**src/rtl/riscv_pkg.sv**
```systemverilog
// Shared RISC-V core definitions: widths, funct3 load/store encodings and
// memory-stage state encoding.
package riscv_pkg;

   localparam int XLEN   = 32;
   localparam int REG_AW = 5;

   localparam logic [2:0] F3_B  = 3'b000;
   localparam logic [2:0] F3_H  = 3'b001;
   localparam logic [2:0] F3_W  = 3'b010;
   localparam logic [2:0] F3_BU = 3'b100;
   localparam logic [2:0] F3_HU = 3'b101;

   typedef enum logic [1:0] {
      IDLE,
      XFER,
      DRAIN,
      RETIRE
   } mem_state_t;

   // Index of the final byte of an access, from funct3[1:0].
   function automatic logic [1:0] last_byte(input logic [1:0] size);
      case (size)
         2'b00:   return 2'd0;
         2'b01:   return 2'd1;
         default: return 2'd3;
      endcase
   endfunction

endpackage

```
**src/rtl/load_extend.sv**
```systemverilog
// Sign/zero extension of an assembled little-endian load word by access size.
module load_extend
   import riscv_pkg::*;
(
   input  logic [XLEN-1:0] asm_word,
   input  logic [2:0]      funct3,
   output logic [XLEN-1:0] ext_word
);

   logic sgn;
   assign sgn = ~funct3[2];

   always_comb begin
      ext_word = asm_word;
      case (funct3[1:0])
         2'b00:   ext_word = {{24{sgn & asm_word[7]}}, asm_word[7:0]};
         2'b01:   ext_word = {{16{sgn & asm_word[15]}}, asm_word[15:0]};
         default: ext_word = asm_word;
      endcase
   end

endmodule

```
**src/rtl/mem_stage.sv**
```systemverilog
// Memory-access stage: ALU pass-through and byte-serial loads/stores over an
// 8-bit memory port, feeding the register file write port.
module mem_stage
   import riscv_pkg::*;
(
   input  logic              clk,
   input  logic              rst,
   input  logic              ex_valid,
   output logic              ex_ready,
   input  logic              ex_is_load,
   input  logic              ex_is_store,
   input  logic [2:0]        ex_funct3,
   input  logic [XLEN-1:0]   ex_addr,
   input  logic [XLEN-1:0]   ex_wdata,
   input  logic [REG_AW-1:0] ex_rd,
   input  logic [XLEN-1:0]   ex_result,
   output logic              mem_req,
   output logic              mem_we,
   output logic [XLEN-1:0]   mem_addr,
   output logic [7:0]        mem_wdata,
   input  logic              mem_grant,
   input  logic [7:0]        mem_rdata,
   output logic              wb_valid,
   output logic [REG_AW-1:0] wb_rd,
   output logic [XLEN-1:0]   wb_data
);

   mem_state_t        state;
   logic [XLEN-1:0]   base_q;
   logic [XLEN-1:0]   wdata_q;
   logic [REG_AW-1:0] rd_q;
   logic [2:0]        f3_q;
   logic              store_q;
   logic [1:0]        tx_cnt;
   logic [1:0]        tx_nxt;
   logic [1:0]        rx_cnt;
   logic              rx_pend;
   logic [XLEN-1:0]   asm_q;
   logic [XLEN-1:0]   asm_next;
   logic [XLEN-1:0]   ext_word;

   assign ex_ready = (state == IDLE);
   assign tx_nxt   = tx_cnt + 2'd1;

   // Read data arrives the cycle after its grant; merge it here so DRAIN can
   // retire the word in the same cycle the final byte lands.
   always_comb begin
      asm_next = asm_q;
      if (rx_pend)
         asm_next[{rx_cnt, 3'b000} +: 8] = mem_rdata;
   end

   load_extend u_load_extend (
      .asm_word (asm_next),
      .funct3   (f3_q),
      .ext_word (ext_word)
   );

   always_ff @(posedge clk or negedge rst) begin
      if (!rst) begin
         state     <= IDLE;
         base_q    <= '0;
         wdata_q   <= '0;
         rd_q      <= '0;
         f3_q      <= '0;
         store_q   <= 1'b0;
         tx_cnt    <= '0;
         rx_cnt    <= '0;
         rx_pend   <= 1'b0;
         asm_q     <= '0;
         mem_req   <= 1'b0;
         mem_we    <= 1'b0;
         mem_addr  <= '0;
         mem_wdata <= '0;
         wb_valid  <= 1'b0;
         wb_rd     <= '0;
         wb_data   <= '0;
      end else begin
         wb_valid <= 1'b0;
         wb_rd    <= '0;
         wb_data  <= '0;
         rx_pend  <= 1'b0;
         if (rx_pend) begin
            asm_q  <= asm_next;
            rx_cnt <= rx_cnt + 2'd1;
         end

         case (state)
            IDLE: begin
               if (ex_valid) begin
                  if (ex_is_load || ex_is_store) begin
                     base_q    <= ex_addr;
                     wdata_q   <= ex_wdata;
                     rd_q      <= ex_rd;
                     f3_q      <= ex_funct3;
                     store_q   <= ex_is_store;
                     tx_cnt    <= '0;
                     rx_cnt    <= '0;
                     asm_q     <= '0;
                     mem_req   <= 1'b1;
                     mem_we    <= ex_is_store;
                     mem_addr  <= ex_addr;
                     mem_wdata <= ex_wdata[7:0];
                     state     <= XFER;
                  end else begin
                     wb_valid <= 1'b1;
                     wb_rd    <= ex_rd;
                     wb_data  <= ex_result;
                  end
               end
            end

            XFER: begin
               if (mem_grant) begin
                  rx_pend <= ~store_q;
                  if (tx_cnt == last_byte(f3_q[1:0])) begin
                     mem_req   <= 1'b0;
                     mem_we    <= 1'b0;
                     mem_addr  <= '0;
                     mem_wdata <= '0;
                     if (store_q) begin
                        wb_valid <= 1'b1;
                        state    <= RETIRE;
                     end else begin
                        state <= DRAIN;
                     end
                  end else begin
                     tx_cnt    <= tx_nxt;
                     mem_addr  <= base_q + 32'(tx_nxt);
                     mem_wdata <= wdata_q[{tx_nxt, 3'b000} +: 8];
                  end
               end
            end

            DRAIN: begin
               wb_valid <= 1'b1;
               wb_rd    <= rd_q;
               wb_data  <= ext_word;
               state    <= RETIRE;
            end

            RETIRE: state <= IDLE;

            default: state <= IDLE;
         endcase
      end
   end

endmodule

```
**config.mk**
```make
export PLATFORM = sky130hd
export DESIGN_NAME = mem_stage
export DESIGN_NICKNAME = d
export VERILOG_FILES = /design/src/rtl/riscv_pkg.sv /design/src/rtl/load_extend.sv /design/src/rtl/mem_stage.sv
export SDC_FILE = /design/constraint.sdc
export NUM_CORES = 1
export LEC_CHECK = 0
export ABC_AREA = 1
export BUFFER_PORTS_ARGS = -buffer_cell sky130_fd_sc_hd__clkbuf_2
export CORE_MARGIN = 1
export CORE_UTILIZATION = 55
export DETAILED_ROUTE_END_ITERATION = 8
export PLACE_DENSITY_LB_ADDON = 0.12
export SLEW_MARGIN = 20
export SYNTH_ARGS = -nofsm -noshare
export SYNTH_HDL_FRONTEND = slang
export SYNTH_SLANG_ARGS = --single-unit
```
**constraint.sdc**
```tcl
create_clock -name clk -period 3.07 [get_ports clk]
set_input_delay 0.307 -clock clk [delete_from_list [all_inputs] [get_ports clk]]
set_output_delay 0.307 -clock clk [all_outputs]
set_load 0.03 [all_outputs]
```
==> results.cfg <==
[sta]
slew_headroom_pct = 56.9
period_needed_ps = 2820
fin_crit_sh_pct = 91.8
hold_violations = 0
setup_viol = 0
finClkSkew_ps = 8.78
tightest_slew_ps = 647
hold_ws_ps = 70.2
drv_slew = 0
max_freq_mhz = 355
rsz0062_at_grt = false
fin_tns_setup_ps = 0

[power_and_ir_drop]
vdd_drop_max_mv = 0.545
p_clk_share_pct = 19.7
leakage_nw = 5.75
power.density_mw_per_mm2 = 983
power.switching_mw = 4.83
pwr-share-comb_pct = 42.5
switching_share_pct = 44.4
seq_power_share_pct = 37.8
internal_power_mw = 6.04

[drt]
drt_wl_total_microns = 23700
wire_per_inst_microns = 15.0
vias_per_cell = 5.19
vias = 8211
ant_nets = 0
drc_errors = 0
first_pass_iters = 5
drtIter0Drc = 643

[critical_path]
r2r_slack_ps = 250
worstPathRequired_ps = 3440
crit_type = reg2reg
critPathArrivalTime_ps = 3190
end_kind = flip-flop
start_kind = flip-flop
crit_fanout = 10

[logic_synthesis]
synth_top_area_share_pct = 51.4
syn_nets = 1300
seq_area_frac_synth_pct = 51.4
synth_cell_types = 36
ys_ff_latch = 192
syn_area_per_cell_sq_um = 7.98
synth_area_leaders = dfrtp_1 51%, nand2_1 14%, o21ai_0 7.9%
netlist_instances = 1170
synth_area_leader_cell = dfrtp_1
netlist_area_sq_mm = 0.00934
yosysWarnings = 0

[clocking]
numCtsBuffers = 17
cts-root-buf = clkbuf_16
htreeDepth = 4
cts_buffer_depth = 2
clock_latency_ps = 440
cts_tree = done
cts_setup_buffers = 0
clock-sinks = 192
path_clk_slew_ps = 70

[global_route]
overflow = 0
antenna_found_initial = 0
first_global_vias = 7879
grt_pass1_wl_microns = 39200
grt_max_degree = 165
track_usage_pct = 28.7

[die]
num_io_pins = 199
core_sq_mm = 0.0166
row_count = 47
die_w_microns = 132
start_util_pct = 56.3
die_area_sq_mm = 0.0175
die_height_microns = 132

[cells_and_area]
design_area_sq_mm = 0.0111
final_common_cell = nand2_1
final_cell_mix = 342 x nand2_1, 197 x clkbuf_2, 192 x dfrtp_1
multiInputGateArea_sq_mm = 0.00365
final_cells = 1582
regArea_sq_mm = 0.00480
fillCellCount = 1504
antennaDiodeCount = 0
layout-drive-gt1-share_pct = 19.7
fin_util_pct = 66.7
syn2layout_area_growth_pct = 18.4
nets = 1480

[placed_design]
gp_congestion = 0.966
placedCellCount = 1550
postPlaceCellArea_sq_mm = 0.0105
hpwl_microns = 16900
portBuffers = 198

[run]
maxCapViolCount = 0

[outcome]
status = finished, final reports clean

[hold_path]
worstHoldPathType = in2reg
[path summary, 6_finish.rpt]
kind | from | to | cells past startpoint
worst min register to register | store_q$_DFFE_PN0P_ | rx_pend$_DFF_PN0_ | 1
worst max-delay path | tx_cnt[1]$_DFFE_PN0P_ | mem_addr[26]$_DFFE_PN0P_ | 11
worst min-delay path | ex_wdata[22] | wdata_q[22]$_DFFE_PN0P_ | 3
worst max register to register | tx_cnt[1]$_DFFE_PN0P_ | mem_addr[26]$_DFFE_PN0P_ | 11
min in group asynchronous | rst | wb_data[4]$_DFF_PN0_ | 2
max in group asynchronous | rst | asm_q[27]$_DFF_PN0_ | 3
[Yosys cell counts]
master	count
nand2_1	342
dfrtp_1	192
inv_1	167
o21ai_0	148
nor2_1	94
a21oi_1	32
a22oi_1	31
buf_2	28
nand3_1	27
clkbuf_1	12
ha_1	11
o22ai_1	11
nand4_1	8
xor2_1	7
o21ai_1	6
o221ai_1	6
buf_6	5
nand2_2	5
inv_2	4
nand3_4	4
nor3_1	4
o21ai_2	4
xnor2_1	4
nor2_2	3
buf_1	2
nand2_4	2
nor2_4	2
a21oi_2	1
and2_1	1
clkinv_1	1
clkinv_2	1
fa_1	1
nand3b_1	1
o211ai_2	1
o22ai_2	1
or2_2	1
[cell families after synthesis]
kind of cell / Yosys count / share of synthesized area [%]
flops: 192 / 51.4
xor+xnor: 11 / 1.03
fa+ha+maj: 12 / 1.69
compound gates: 241 / 14.5
simple gates: 494 / 21.7
buf+inv: 220 / 9.63
[state kept, by name (all words and copies together) (netlist names)]
register   flops
asm_q         32
base_q        32
mem_addr      32
wb_data       32
wdata_q       32
mem_wdata      8
rd_q           5
wb_rd          5
f3_q           3
rx_cnt         2
state          2
tx_cnt         2
mem_req        1
mem_we         1
rx_pend        1
store_q        1
wb_valid       1
[cell type report]
cell class                 instances  area share [%]
clock inverter                    11           0.950
inverter                         173            5.88
sequential                       192            43.4
timing repair buffer             208            10.1
clock buffer                      20            4.13
tap                              220            2.49
multi-input combinational        758            33.0
[stage by stage]
| step | power, mW | worst slack (ps) |
|---|---|---|
| finish | 10.9 | 253 |
| CTS | 10.9 | 320 |
| floorplan | 7.39 | 668 |
| detailed placement | 8.75 | 320 |
| global placement | 8.66 | 467 |
| global route | 11.7 | 69.0 |
[routing by layer]
metal / vias up / GRT usage [%] / part of all wire (%)
li1: 4041 / - / -
met1: 3841 / 38.4 / 44
met2: 287 / 48.0 / 49
met3: 42 / 3.46 / 4.9
met4: 0 / 10.9 / 2.3
met5: - / 0 / 0
[worst max-delay path, stage by stage, from the launching register on]
cell and delay, ps:
dfrtp_1 410, nand2_1 250, and2_1 400, inv_1 130, fa_1 480, nor2_4 210, nand2_2 100, nor2_2 270
nand3_1 150, o21ai_0 190, nand3_1 100, nand2_1 60
[timing repair]
item | CTS | global route
hold endpoints to repair | 54 | 0
gates resized for setup | 0 | 0
hold buffers | 1 | 0
[power by group through the flow]
stage / combinational, mW / sequential (mW) / clock [mW]
floorplan: 2.65 / 4.74 / 0
global placement: 4.53 / 4.12 / 0
detailed placement: 4.62 / 4.13 / 0
CTS: 4.64 / 4.10 / 2.18
global route: 5.17 / 4.21 / 2.28
finish: 4.62 / 4.11 / 2.15
No activity file was read; power rests on OpenSTA's default activity.
